### config.mk
export PLATFORM = sky130hd
export DESIGN_NAME = serial_xmtr
export DESIGN_NICKNAME = d
export VERILOG_FILES = /design/src/rtl/serial_xmtr.sv
export SDC_FILE = /design/constraint.sdc
export NUM_CORES = 1
export LEC_CHECK = 0
export ABC_AREA = 1
export ABC_CLOCK_PERIOD_IN_PS = 2220
export BUFFER_PORTS_ARGS = -buffer_cell sky130_fd_sc_hd__buf_2
export CAP_MARGIN = 25
export CORE_MARGIN = 2
export CORE_UTILIZATION = 55
export DETAILED_ROUTE_END_ITERATION = 12
export PLACE_DENSITY = 0.83
export SYNTH_ARGS = -nofsm -noshare
export SYNTH_HDL_FRONTEND = slang
export SYNTH_SLANG_ARGS = --single-unit
### constraint.sdc
create_clock -name clock -period 2.22 [get_ports clock]
set_input_delay 0.222 -clock clock [delete_from_list [all_inputs] [get_ports clock]]
set_output_delay 0.222 -clock clock [all_outputs]
set_load 0.01 [all_outputs]
### src/rtl/serial_xmtr.sv
// serial_xmtr: byte-wide host side, 16-bit framed serial line out.
// One-deep holding register feeds a header+body shifter.
module serial_xmtr #(
    parameter logic [7:0]  HEADER     = 8'hA5,
    parameter logic        IDLE_LEVEL = 1'b0,
    parameter int unsigned GAP_CYCLES = 0
) (
    input  logic       clock,
    input  logic       reset,
    input  logic [7:0] data_in,
    input  logic       writing,
    output logic       empty,
    output logic       overrun,
    output logic       sending,
    output logic       data_out
);

    localparam logic       USE_GAP  = (GAP_CYCLES != 0);
    localparam logic [3:0] GAP_LAST = USE_GAP ? 4'(GAP_CYCLES - 1) : 4'd0;

    typedef enum logic [1:0] {
        S_IDLE,
        S_HEAD,
        S_BODY,
        S_GAP
    } state_t;

    state_t     state_q, state_d;
    logic [2:0] cnt_q, cnt_d;
    logic [3:0] gap_q, gap_d;
    logic [7:0] hold_q, shift_q;
    logic       empty_d, overrun_d, sending_d, data_d;
    logic       xfer, accept;

    // Body order is bits 6..0 then 7, matching the receiver's reassembly.
    function automatic logic body_bit(input logic [7:0] b, input logic [2:0] c);
        body_bit = (c == 3'd7) ? b[7] : b[3'd6 - c];
    endfunction

    // Control and output registers; the line value is registered with the state.
    always_ff @(posedge clock or posedge reset) begin
        if (reset) begin
            state_q  <= S_IDLE;
            cnt_q    <= 3'd0;
            gap_q    <= 4'd0;
            empty    <= 1'b1;
            overrun  <= 1'b0;
            sending  <= 1'b0;
            data_out <= IDLE_LEVEL;
        end else begin
            state_q  <= state_d;
            cnt_q    <= cnt_d;
            gap_q    <= gap_d;
            empty    <= empty_d;
            overrun  <= overrun_d;
            sending  <= sending_d;
            data_out <= data_d;
        end
    end

    // Byte storage carries no reset; validity is tracked by empty.
    always_ff @(posedge clock) begin
        if (accept) hold_q  <= data_in;
        if (xfer)   shift_q <= hold_q;
    end

    // Next state plus the line value that will appear after this edge.
    always_comb begin
        state_d   = state_q;
        cnt_d     = cnt_q;
        gap_d     = gap_q;
        xfer      = 1'b0;
        data_d    = IDLE_LEVEL;
        sending_d = 1'b0;
        case (state_q)
            S_IDLE: begin
                if (!empty) begin
                    xfer      = 1'b1;
                    state_d   = S_HEAD;
                    cnt_d     = 3'd0;
                    data_d    = HEADER[0];
                    sending_d = 1'b1;
                end
            end
            S_HEAD: begin
                sending_d = 1'b1;
                if (cnt_q == 3'd7) begin
                    state_d = S_BODY;
                    cnt_d   = 3'd0;
                    data_d  = body_bit(shift_q, 3'd0);
                end else begin
                    cnt_d  = cnt_q + 3'd1;
                    data_d = HEADER[cnt_d];
                end
            end
            S_BODY: begin
                if (cnt_q != 3'd7) begin
                    cnt_d     = cnt_q + 3'd1;
                    sending_d = 1'b1;
                    data_d    = body_bit(shift_q, cnt_d);
                end else if (USE_GAP) begin
                    state_d = S_GAP;
                    cnt_d   = 3'd0;
                    gap_d   = 4'd0;
                end else if (!empty) begin
                    xfer      = 1'b1;
                    state_d   = S_HEAD;
                    cnt_d     = 3'd0;
                    data_d    = HEADER[0];
                    sending_d = 1'b1;
                end else begin
                    state_d = S_IDLE;
                    cnt_d   = 3'd0;
                end
            end
            S_GAP: begin
                if (gap_q == GAP_LAST) state_d = S_IDLE;
                else gap_d = gap_q + 4'd1;
            end
            default: begin
                state_d = S_IDLE;
                cnt_d   = 3'd0;
            end
        endcase
    end

    // A write lands if holding is free now or is being emptied this edge.
    always_comb begin
        accept    = writing && (empty || xfer);
        empty_d   = empty;
        overrun_d = overrun;
        if (xfer)    empty_d   = 1'b1;
        if (accept)  empty_d   = 1'b0;
        if (writing) overrun_d = !accept;
    end

endmodule

==> impl_summary.md, run 1 <==
Min path
The startpoint of the worst hold path is data_in[1]. The worst hold path belongs to the class in2reg. Counting instances, the worst hold path has a depth of 1. The end point of the most critical hold path is hold_q[1].

Route
The number of optimization iterations in the first detailed-route pass is 7. For this block, the initial DRC count from the detailed router was 4. The number of vias per cell after detailed routing is 4.80. For this block, the via count after detailed routing is 892.

Dividing the detail-routed wire length by the instance count gives 11.7 um. The total DRC errors in the routed layout is 0. Summed over all layers, the routed wires come to 2170 um.

Once detail routing completed, the nets flagged for antenna violations numbered 0.

STA
The final hold violation count is 0. The maximum operating frequency is 0.558 GHz. Setup violations remaining at the end of the flow were counted as 0. The number of pins exceeding their max-slew limit in the final report is 0. The slew at the pin closest to its max-slew limit is 0.488 ns. The post-route clock period utilization is 0.807. The worst hold slack is 0.0729 ns.

The worst slew margin relative to its limit is 0.674. Counting I/O delays and the setup requirement, the final critical path takes 1.79 ns. Between clock sinks in the finished design, the worst skew comes to 0.00869 ns. Setup repair after global routing left no endpoint under its margin.

Adding up every negative setup slack in the final design gives 0 ns.

Floorplan
The die width is 53.9 um. The die span in y is 53.9 um. For this configuration, the core starts out at a cell density of 0.569. In this run the core area contains 18 standard-cell rows. The area of the die is 0.00291 mm^2. The core footprint is 0.00241 mm^2. Pin placement for this block handled 15 I/O pins.

Setup path
The data arrival time of the critical path is 1.81 ns. For the worst setup path, the data required time is 2.24 ns. Of all nets on the critical path, the largest fanout is 9. The worst setup path is captured at a register. The startpoint of the worst register-to-register path is cnt_q[0]. The endpoint identified for the worst register-to-register timing path is hold_q[5].

The worst reg2reg path depth is 7. The kind of start point of the critical path is a register. The worst register-to-register path has a setup slack of 0.43 ns.

The kind of critical path is reg2reg.

Global route
The number of global-route vias before repair was 902. In the global route stage, met2 resource usage came out at 0.317. Across every metal layer, demand over resource in global routing totals 0.186. The global-route wire length before repair is 3570 um. The met3 global-route usage is 0.0778. The initial antenna violation count came to 0.

Entering global routing, the biggest net connects 14 pins. In the global route stage, met1 resource usage came out at 0.196. The most crowded layer after global routing is met2. After global routing the overflow that remains totals 0.

Power
The internal cell power is 1.28 mW. The combinational cell fraction of total power is 0.365. The peak supply drop is 0.000928 V. The switching power is 693 uW. The sequential share of power is 0.427. The clock power share is 0.208. The net switching share of the total power is 0.351. Summed over all cells, the static leakage comes to 0.755 nW. The power per cell area is 1250 mW/mm^2.

Synth
Ranked by instance count, the synthesized netlist is headed by 21 x sky130_fd_sc_hd__nand2_1, 19 x sky130_fd_sc_hd__inv_1, 16 x sky130_fd_sc_hd__edfxtp_1. The summed instance area of the synthesized netlist is 0.00137 mm^2. Summed over all instances, the cell type with the most area after synthesis is sky130_fd_sc_hd__edfxtp_1. After synthesis, the share of flip-flops with an asynchronous set or reset is 0.448. The count of flip-flops with a built-in enable after synthesis is 16. The area fraction of the dominant cell type after synthesis is 0.350. The post-synthesis sequential area ratio is 0.589. The cell count after synthesis came out at 132.

After synthesis, the netlist uses 23 different library cells. Synthesis produced a netlist with a net count of 153. For this run, the leading register cell type out of synthesis is sky130_fd_sc_hd__edfxtp_1. After synthesis the netlist holds a flip-flop and latch count of 29.

Among all cell types in the netlist, the one instantiated most often is sky130_fd_sc_hd__nand2_1. In the post-synthesis netlist, the biggest area contributors are sky130_fd_sc_hd__edfxtp_1 35%, sky130_fd_sc_hd__dfrtp_1 22%, sky130_fd_sc_hd__ha_1 9.1%. The post-synthesis average cell area is 10.4 um^2. The number of warning messages in the yosys log is 0.

Final layout
Once layout is complete, the utilization of the core stands at 0.653. Relative to the synthesized area, the layout overhead comes to 14.7%. The net count reported at finish is 176.

The repair_antennas step left the layout with diodes totalling 0. The total of fill cells in the finished design is 189. The fraction of final layout cells sized beyond drive strength 1 is 0.244.

Placed design
Detailed placement finished with a half-perimeter wire length of 1690 um. The count of buffers from port buffering is 14. The congestion estimate from routability-driven global placement came to 0.910.

Run status
The run finished with clean final reports.

Job
The tool flagged a number of max-cap violations equal to 0.

CTS
Once the clock tree was built, the setup fixing pass inserted 0 buffers. The number of buffers on the longest clock path is 2. The number of clock sinks is 29. The number of hold buffers added after CTS was 1. TritonCTS built the clock tree. The clock tree synthesis step divided the H-tree into 2 levels.

Clock-pin slew was measured on the worst setup and hold paths at 0.09 ns. In this run, CTS created clock tree buffers numbering 5. Gates resized during post-CTS repair numbered 0. The tree is rooted in a sky130_fd_sc_hd__clkbuf_4. The later pin in the worst-skew pair is clocked with a latency of 0.32 ns.
metrics by stage:
stage | total power, mW | cell area (um^2) | cells | worst slack, ns
6_report | 1.97 | 1570 | 186 | 0.429
5_1_grt | 2.12 | 1570 | 186 | 0.278
4_1_cts | 1.99 | 1570 | 186 | 0.432
3_5_place_dp | 1.58 | 1490 | 177 | 0.455
3_3_place_gp | 1.55 | 1490 | 177 | 0.516
2_1_floorplan | 1.39 | 1370 | 132 | 0.366
worst max path at each step:
stage                            to  slack [ns]  depth (start not counted)      from
final                     hold_q[5]        0.43                          7  cnt_q[0]
after global routing      hold_q[4]        0.28                          7  cnt_q[0]
after CTS                 hold_q[5]        0.43                          7  cnt_q[0]
after detailed placement  hold_q[1]        0.46                          7  cnt_q[0]
after global placement    hold_q[1]        0.52                          7  cnt_q[0]
after floorplan           hold_q[0]        0.37                          7  cnt_q[0]
cells in the final DEF, fill, tap and decap left out:
cell type	instances
sky130_fd_sc_hd__a21oi_1	5
sky130_fd_sc_hd__a21oi_2	1
sky130_fd_sc_hd__a31oi_1	2
sky130_fd_sc_hd__buf_2	14
sky130_fd_sc_hd__buf_4	1
sky130_fd_sc_hd__bufinv_16	1
sky130_fd_sc_hd__clkbuf_1	1
sky130_fd_sc_hd__clkbuf_4	5
sky130_fd_sc_hd__clkinv_2	1
sky130_fd_sc_hd__dfrtp_1	12
sky130_fd_sc_hd__dfstp_2	1
sky130_fd_sc_hd__dlygate4sd3_1	1
sky130_fd_sc_hd__edfxtp_1	16
sky130_fd_sc_hd__ha_1	10
sky130_fd_sc_hd__inv_1	19
sky130_fd_sc_hd__inv_2	10
sky130_fd_sc_hd__nand2_1	21
sky130_fd_sc_hd__nand2_2	1
sky130_fd_sc_hd__nand3_1	8
sky130_fd_sc_hd__nand4_1	1
sky130_fd_sc_hd__nor2_1	6
sky130_fd_sc_hd__nor2_2	1
sky130_fd_sc_hd__nor3_2	1
sky130_fd_sc_hd__o21ai_0	4
sky130_fd_sc_hd__o21ai_1	4
sky130_fd_sc_hd__o21ai_2	1
sky130_fd_sc_hd__o22ai_1	1
sky130_fd_sc_hd__or2_1	1
sky130_fd_sc_hd__xnor2_1	2
sky130_fd_sc_hd__xor2_1	4
state kept, by name (all words and copies together) (netlist names):
name / flops
hold_q: 8
data_out: 1
empty: 1
shift_q: 8
cnt_q: 3
state_q: 2
sending: 1
gap_q: 4
overrun: 1
worst max-delay path, stage by stage (launching register included):
cell                      delay, ns
sky130_fd_sc_hd__dfrtp_1       0.49
sky130_fd_sc_hd__ha_1          0.22
sky130_fd_sc_hd__ha_1          0.20
sky130_fd_sc_hd__inv_2         0.07
sky130_fd_sc_hd__o21ai_2       0.16
sky130_fd_sc_hd__or2_1         0.12
sky130_fd_sc_hd__nand2_1       0.06
sky130_fd_sc_hd__inv_2         0.16
routing by layer:
| layer | vias up | share of wire | routed length [um] |
|---|---|---|---|
| met4 | 0 | 0.022 | 48 |
| met5 | - | 0 | 0 |
| met3 | 5 | 0.043 | 93 |
| met2 | 17 | 0.52 | 1140 |
| met1 | 399 | 0.41 | 890 |
| li1 | 471 | - | - |
final cells by class:
class / instances / area, um^2 / share of cell area
clock buffers: 6 / 41.3 / 0.0263
flip-flops and latches: 29 / 807 / 0.513
multi-input cells: 74 / 455 / 0.290
well taps: 30 / 37.5 / 0.0239
repair buffers: 16 / 87.6 / 0.0557
clock inverters: 2 / 35.0 / 0.0223
inverters: 29 / 109 / 0.0692
power groups by stage:
| stage | Clock, mW | Sequential [mW] | Combinational [mW] |
|---|---|---|---|
| after floorplan | 0 | 0.853 | 0.535 |
| after global placement | 0 | 0.848 | 0.701 |
| after detailed placement | 0 | 0.854 | 0.725 |
| after CTS | 0.420 | 0.843 | 0.730 |
| after global routing | 0.441 | 0.859 | 0.825 |
| final | 0.410 | 0.842 | 0.721 |
cell families (layout without fill, tap and decap cells):
| group | count (synthesis) | after routing | synth area share |
|---|---|---|---|
| compound gates | 18 | 18 | 0.0739 |
| simple gates | 40 | 40 | 0.129 |
| flops | 29 | 29 | 0.589 |
| xor+xnor | 6 | 6 | 0.0383 |
| buf+inv | 29 | 53 | 0.0794 |
| fa+ha+maj | 10 | 10 | 0.0912 |
No activity file was read; power rests on OpenSTA's default activity.
==> run 2: changes to the inputs <==
--- a/config.mk
+++ b/config.mk
@@ -6,13 +6,13 @@
 export NUM_CORES = 1
 export LEC_CHECK = 0
 export ABC_AREA = 1
-export ABC_CLOCK_PERIOD_IN_PS = 2220
+export ABC_CLOCK_PERIOD_IN_PS = 1490
 export BUFFER_PORTS_ARGS = -buffer_cell sky130_fd_sc_hd__buf_2
 export CAP_MARGIN = 25
 export CORE_MARGIN = 2
-export CORE_UTILIZATION = 55
+export CORE_UTILIZATION = 51
 export DETAILED_ROUTE_END_ITERATION = 12
-export PLACE_DENSITY = 0.83
+export PLACE_DENSITY = 0.82
 export SYNTH_ARGS = -nofsm -noshare
 export SYNTH_HDL_FRONTEND = slang
 export SYNTH_SLANG_ARGS = --single-unit
==> constraint.sdc (replaced) <==
create_clock -name clock -period 1.49 [get_ports clock]
set_input_delay 0.149 -clock clock [delete_from_list [all_inputs] [get_ports clock]]
set_output_delay 0.149 -clock clock [all_outputs]
set_load 0.01 [all_outputs]
==> impl_summary.md, run 2 (synthesis results as in run 1) <==
STA
The final worst slack is -0.0946 ns (-0.524 ns). The worst slew margin relative to its limit is 0.666 (-0.00802). The slew at the pin closest to its max-slew limit is 0.500 ns (+0.0120 ns). The number of pins exceeding their max-slew limit in the final report was 0 (unchanged). The maximum operating frequency is 0.631 GHz (+13%). The worst hold slack was 0.139 ns (+0.0657 ns).

The number of setup violations in the final report is 12 (+12). Setup repair after global routing could not meet its margin everywhere. The setup TNS after final layout is -0.772 ns (-0.772 ns). The maximum clock skew at final layout is 0.0195 ns (+0.0109 ns). The post-route clock period utilization is 1.06 (+0.257). The shortest period the worst path allows came to 1.58 ns (-0.206 ns).

The final hold violation count was 0 (unchanged).

CTS
The number of clock sinks was 29 (unchanged). The number of buffers on the longest clock path is 2 (unchanged). The clock input transition at the sequential cells of the worst setup and hold paths was 0.10 ns (about the same). The worst-skew pair later-pin latency was 0.34 ns (+0.02 ns).

The root buffer cell is sky130_fd_sc_hd__clkbuf_4. The level count of the clock H-tree is 2 (unchanged). The number of buffers added by the clock tree synthesis step was 5 (unchanged). The TritonCTS clock tree is yes.

Floorplan
The die width is 55.9 um (+3.6%). The area of the die is 0.00312 mm^2 (+7.3%). The effective utilization at floorplan is 0.544 (-0.0254).

The die span in y came to 55.9 um (+3.6%). The number of primary I/O pins is 15 (unchanged). The core footprint is 0.00252 mm^2 (+4.7%). The total number of placement rows was 18 (unchanged).

Final layout
The total of fill cells in the finished design is 141 (-25%). The register area was 808 um^2 (+0.16%). The number of antenna cells inserted came to 0 (unchanged).

The net count reported at finish came to 206 (+17%). The area of the multi-input gates is 561 um^2 (+23%). The area added between synthesis and finish is 40.9%.

The library cells used most frequently in the layout, excluding fill and tap cells, are 21 x sky130_fd_sc_hd__buf_4, 18 x sky130_fd_sc_hd__nand2_1, 16 x sky130_fd_sc_hd__edfxtp_1. The most frequent standard cell in the layout excluding fill and tap cells is sky130_fd_sc_hd__buf_4. The fraction of final layout cells sized beyond drive strength 1 is 0.446 (+0.203). The largest registers in the layout are hold_q (8), shift_q (8), gap_q (4).

Route
The vias after detailed routing is 1,128 (+26%). The average routed wire per standard cell is 16.1 um (+38%). The total length of routed met2 wires came to 1950 um (+71%). The number of vias per cell after detailed routing was 5.22 (+8.9%). The routed length on met1 is 1290 um (+45%). The final antenna-violating net count is 0 (unchanged). The number of optimization iterations in the first detailed-route pass is 4 (-3). The met3 routed wirelength is 124 um (+33%). The top routing layer in use is met4. The detailed router's first-iteration violation count came to 26 (+22).

The total DRC errors in the routed layout was 0 (unchanged). The total length of routed wires is 3480 um (+60%).

Global route
The largest net degree at the start of global routing is 14 (unchanged). The combined global-route utilization of all metal layers came to 0.234 (+0.0485). The initial antenna violation count came to 0 (unchanged). The total congestion overflow is 0 (unchanged).

The number of global-route vias before repair is 1,192 (+32%). The global-route wire length before repair was 5310 um (+49%).

Min path
The number of cells traversed by the worst hold path is 3 (+2). In this run the most critical hold path is launched from writing. The end point of the most critical hold path is overrun.

In this run the worst hold path is classified as in2reg.

Power
The switching power came to 1.39 mW (+100%). The final total power is 3.66 mW (+85%). The internal cell power was 2.27 mW (+77%). The combinational cell fraction of total power came to 0.486 (+0.121). The clock power share is 0.170 (-0.038). The leakage power is 0.902 nW (+20%). The power per cell area came to 1890 mW/mm^2 (+51%).

The net switching share of the total power was 0.380 (+0.0285). The peak supply drop is 0.00148 V (+59%). The sequential share of power is 0.345 (-0.082).

Setup path
The capture instance of the worst register-to-register path is hold_q[6]. The worst reg2reg path depth is 7 (unchanged). The maximum fanout along the worst path is 4 (-5). The startpoint of the worst register-to-register path is cnt_q[0]. The data arrival time of the critical path is 1.67 ns (-0.14 ns). The kind of critical path is reg2reg. The data required time at the worst endpoint came to 1.58 ns (-0.66 ns).

The kind of start point of the critical path is a register. The flop-to-flop setup slack is -0.09 ns (-0.52 ns). The origin of the worst setup path is cnt_q[0]. The worst setup path is captured at a register.

Placed design
The estimated wirelength of the detail-placed design is 1740 um (+3.1%). The count of buffers from port buffering is 14 (unchanged). The routability-driven placement congestion ratio is 0.893 (-1.8%).

Job
The count of max-cap constraint violations was 0 (unchanged).

Run status
The flow ran to the end, but the final reports show violations. The final reports fail on negative setup slack.
-- run 2: cell count changes in the layout (fill, tap and decap cells not counted), moves of 3 or more --
cell and change:
sky130_fd_sc_hd__inv_2 +4, sky130_fd_sc_hd__ha_1 -5, sky130_fd_sc_hd__inv_1 -6, sky130_fd_sc_hd__buf_4 +20, sky130_fd_sc_hd__o21ai_2 +3, sky130_fd_sc_hd__ha_2 +3
sky130_fd_sc_hd__o21ai_1 -3, sky130_fd_sc_hd__dlygate4sd3_1 +8, sky130_fd_sc_hd__nor2_1 -3, sky130_fd_sc_hd__nand2_1 -3
-- run 2: power by group through the flow --
stage	clock network [mW]	registers (mW)	logic, mW
after detailed placement	0	1.25	1.35
after global placement	0	1.25	1.30
after global routing	0.650	1.29	1.94
final	0.621	1.26	1.78
after floorplan	0	1.28	0.835
after CTS	0.613	1.24	1.51
-- run 2: how the worst max path moves through the flow --
stage                            to  slack, ns
after floorplan           hold_q[0]      -0.15
after global placement    hold_q[1]      -0.07
after detailed placement  hold_q[5]      -0.13
after CTS                 hold_q[6]      -0.13
after global routing      hold_q[6]      -0.13
final                     hold_q[6]      -0.09
-- run 2: worst max-delay path, cell delays in order (launching register included) --
cell                         delay (ns)
sky130_fd_sc_hd__dfrtp_2           0.43
sky130_fd_sc_hd__ha_4              0.17
sky130_fd_sc_hd__ha_4              0.16
sky130_fd_sc_hd__inv_4             0.06
sky130_fd_sc_hd__o21ai_4           0.05
sky130_fd_sc_hd__or2_4             0.23
sky130_fd_sc_hd__nand2_4           0.10
sky130_fd_sc_hd__clkinvlp_4        0.14
-- run 2: what timing repair did --
action	4_1_cts	5_1_grt
cloned	1	0
setup endpoints to repair	11	26
setup buffers	5	1
hold buffers	9	0
pin swaps	5	3
gates resized for setup	10	18
hold endpoints to repair	20	0
-- run 2: layer usage --
metal / up-vias / track usage
met1: 551 / 0.225
met2: 35 / 0.429
met5: - / 0
li1: 529 / -
met3: 13 / 0.0674
met4: 0 / 0.153
-- run 2: cell type report --
class | count | share of cell area
Timing Repair Buffer | 45 | 0.170
Multi-Input combinational cell | 74 | 0.290
Sequential cell | 29 | 0.418
Clock buffer | 6 | 0.0214
Timing Repair inverter | 1 | 0.00389
Inverter | 29 | 0.0589
Tap cell | 30 | 0.0194
Clock inverter | 2 | 0.0175
-- run 2: per-stage QoR --
step	worst slack [ns]	util	instance area [um^2]	std cells
3_5_place_dp	-0.131	0.652	1650	193
5_1_grt	-0.131	0.766	1930	216
6_report	-0.0946	0.766	1930	216
4_1_cts	-0.128	0.745	1880	216
3_3_place_gp	-0.0674	0.652	1650	193
2_1_floorplan	-0.151	-	1410	132
==> run 3: changes to the inputs <==
--- a/config.mk
+++ b/config.mk
@@ -9,6 +9,7 @@
 export ABC_CLOCK_PERIOD_IN_PS = 1490
 export BUFFER_PORTS_ARGS = -buffer_cell sky130_fd_sc_hd__buf_2
 export CAP_MARGIN = 25
+export CORE_ASPECT_RATIO = 0.8
 export CORE_MARGIN = 2
 export CORE_UTILIZATION = 51
 export DETAILED_ROUTE_END_ITERATION = 12
==> impl_summary.md, run 3 (synthesis results as in run 1) <==
Run status
The flow ran to the end, but the final reports show violations. The final reports fail on negative setup slack.

Route
The detailed router's first-iteration violation count is 39 (+50%). The average routed wire per standard cell is 15.3 um (-4.8%). The number of optimization iterations in the first detailed-route pass came to 6 (+2). The vias after detailed routing is 1,110 (-1.6%). The final antenna-violating net count is 0 (unchanged). The total DRC errors in the routed layout is 0 (unchanged). The number of vias per cell after detailed routing is 5.09 (-2.5%).

The total length of routed wires is 3340 um (-3.9%).

Min path
The path with the worst hold slack has its endpoint at overrun. The type of the worst min-delay path is in2reg. The number of cells traversed by the worst hold path is 3 (unchanged). The startpoint of the worst hold path is writing.

CTS
In this run the clock root is driven by a sky130_fd_sc_hd__clkbuf_4. The level count of the clock H-tree was 2 (unchanged). The number of buffers on the longest clock path was 2 (unchanged).

The number of clock sinks is 29 (unchanged). The TritonCTS clock tree is yes. The worst-skew pair later-pin latency came to 0.35 ns (about the same). The number of buffers added by the clock tree synthesis step was 5 (unchanged). The clock input transition at the sequential cells of the worst setup and hold paths is 0.11 ns (about the same).

Setup path
The worst reg2reg path depth was 7 (unchanged). The startpoint of the worst register-to-register path is cnt_q[0]. The data required time at the worst endpoint is 1.61 ns (+0.03 ns).

The most numerous cell on the critical path is sky130_fd_sc_hd__ha_4. The flop-to-flop setup slack is -0.07 ns (+0.03 ns). The capture instance of the worst register-to-register path is hold_q[4].

The buffers plus inverters on the worst setup path was 2 (unchanged). The maximum fanout along the worst path was 5 (+1). The cell count along the critical path is 7 (unchanged). The critical path goes through ha_4 > ha_4 > inv_4 > o21ai_4 > or2_1 > nand2_2 > clkinv_4. The worst setup path is of the reg2reg kind. The cell type of the slowest stage on the worst timing path is sky130_fd_sc_hd__dfrtp_2. The data arrival time of the critical path was 1.68 ns (about the same). The delay contributed by the slowest stage of the critical path is 0.43 ns (about the same). STA classifies the critical path endpoint as a register. On the critical path the largest part of the delay comes from flip-flops.

The worst setup path is launched from a register.

Power
The peak supply drop is 0.00122 V (-18%). The final total power is 3.64 mW (-0.57%). The power per cell area is 1870 mW/mm^2 (-1.1%).

The leakage power is 0.883 nW (-2.2%).

STA
The shortest period the worst path allows is 1.56 ns (-0.0253 ns). The worst slew margin relative to its limit is 0.651 (-0.0148). The final worst slack is -0.0694 ns (+0.0253 ns). The maximum clock skew at final layout is 0.0158 ns (-0.00372 ns). The number of setup violations in the final report is 9 (-3). The post-route clock period utilization was 1.05 (-0.0170).

The final hold violation count came to 0 (unchanged). The slew at the pin closest to its max-slew limit is 0.523 ns (+0.0222 ns). The number of pins exceeding their max-slew limit in the final report came to 0 (unchanged). Setup repair after global routing could not meet its margin everywhere.

The maximum operating frequency is 0.641 GHz (+1.6%).

Final layout
The number of antenna cells inserted was 0 (unchanged). The fraction of final layout cells sized beyond drive strength 1 is 0.429 (-0.0177). The net count reported at finish is 202 (-1.9%).

The largest registers in the layout are hold_q (8), shift_q (8), gap_q (4). The library cells used most frequently in the layout, excluding fill and tap cells, are 17 x sky130_fd_sc_hd__nand2_1, 17 x sky130_fd_sc_hd__buf_4, 16 x sky130_fd_sc_hd__edfxtp_1. The final instance area came to 0.00194 mm^2 (+0.52%).

The area added between synthesis and finish is 41.6%.

Global route
The total congestion overflow is 0 (unchanged). The initial antenna violation count is 0 (unchanged). The combined global-route utilization of all metal layers is 0.215 (-0.0194).

The largest net degree at the start of global routing is 14 (unchanged). The number of global-route vias before repair is 962 (-19%). The global-route wire length before repair was 4530 um (-15%).

Floorplan
The core footprint is 0.00250 mm^2 (-0.79%). The die width is 62.0 um (+11%). The total number of placement rows is 16 (-2). The area of the die is 0.00312 mm^2 (about the same). The number of primary I/O pins came to 15 (unchanged). The effective utilization at floorplan came to 0.548 (+0.00435). The die span in y is 50.4 um (-9.8%).

Job
The count of max-cap constraint violations is 0 (unchanged).

Placed design
The estimated wirelength of the detail-placed design is 1880 um (+7.7%). The routability-driven placement congestion ratio was 0.919 (+2.9%). The minimum setup slack after placement is -0.144 ns (-0.0135 ns).

The count of buffers from port buffering is 14 (unchanged). The cell area reported after detailed placement is 0.00163 mm^2 (-0.91%).
run 3: cell types whose count changed in the layout (fill, tap and decap cells not counted), sizes merged:
cell and delta:
clkinv +1, buf -4, clkbuf -1
run 3: tightest hold or removal path: cells and delay by family:
family,cells,cell delay (ns)
buffers and inverters,1,0.10
AND/OR/NAND/NOR,2,0.15
run 3: layer usage:
layer / global-route usage / vias to the layer above / share of wire
li1: - / 521 / -
met2: 0.333 / 45 / 0.50
met3: 0.0619 / 6 / 0.057
met4: 0.0957 / 0 / 0.021
met5: 0 / - / 0
met1: 0.275 / 538 / 0.42
run 3: metrics by stage:
stage	TNS, ns	hold slack [ns]	utilization	std cells
floorplan	-1.21	0.0252	-	132
global placement	-0.359	0.181	0.652	196
detailed placement	-1.18	0.194	0.652	196
CTS	-0.725	0.0760	0.726	213
global route	-1.29	0.116	0.776	218
finish	-0.520	0.0876	0.776	218
run 3: timing repair:
| action | CTS | global route |
|---|---|---|
| hold buffers | 9 | 0 |
| endpoints found under the hold margin | 20 | 0 |
| resized for setup | 8 | 24 |
| setup endpoints to repair | 11 | 24 |
| pin swaps | 2 | 6 |
| buffers inserted | 0 | 5 |
| gates cloned | 0 | 1 |
run 3: final cells by class:
cell class	instances	area, um^2
Clock inverter	3	41.3
Tap cell	36	45.0
Timing Repair inverter	1	6.26
Timing Repair Buffer	41	299
Clock buffer	5	37.5
Fill cell	133	561
Multi-Input combinational cell	74	586
Sequential cell	29	808
Inverter	29	119
run 3: worst max path at each step:
stage	start	endpoint	slack (ns)
after floorplan	state_q[0]	hold_q[0]	-0.15
after global placement	state_q[0]	hold_q[4]	-0.05
after detailed placement	state_q[0]	hold_q[2]	-0.14
after CTS	state_q[0]	hold_q[2]	-0.09
after global routing	state_q[1]	hold_q[4]	-0.13
final	cnt_q[0]	hold_q[4]	-0.07
run 3: power by group:
| part | switching [mW] | internal (mW) |
|---|---|---|
| combinational | 0.978 | 0.742 |
| clock | 0.306 | 0.347 |
| sequential | 0.125 | 1.14 |
| total | 1.41 | 2.23 |
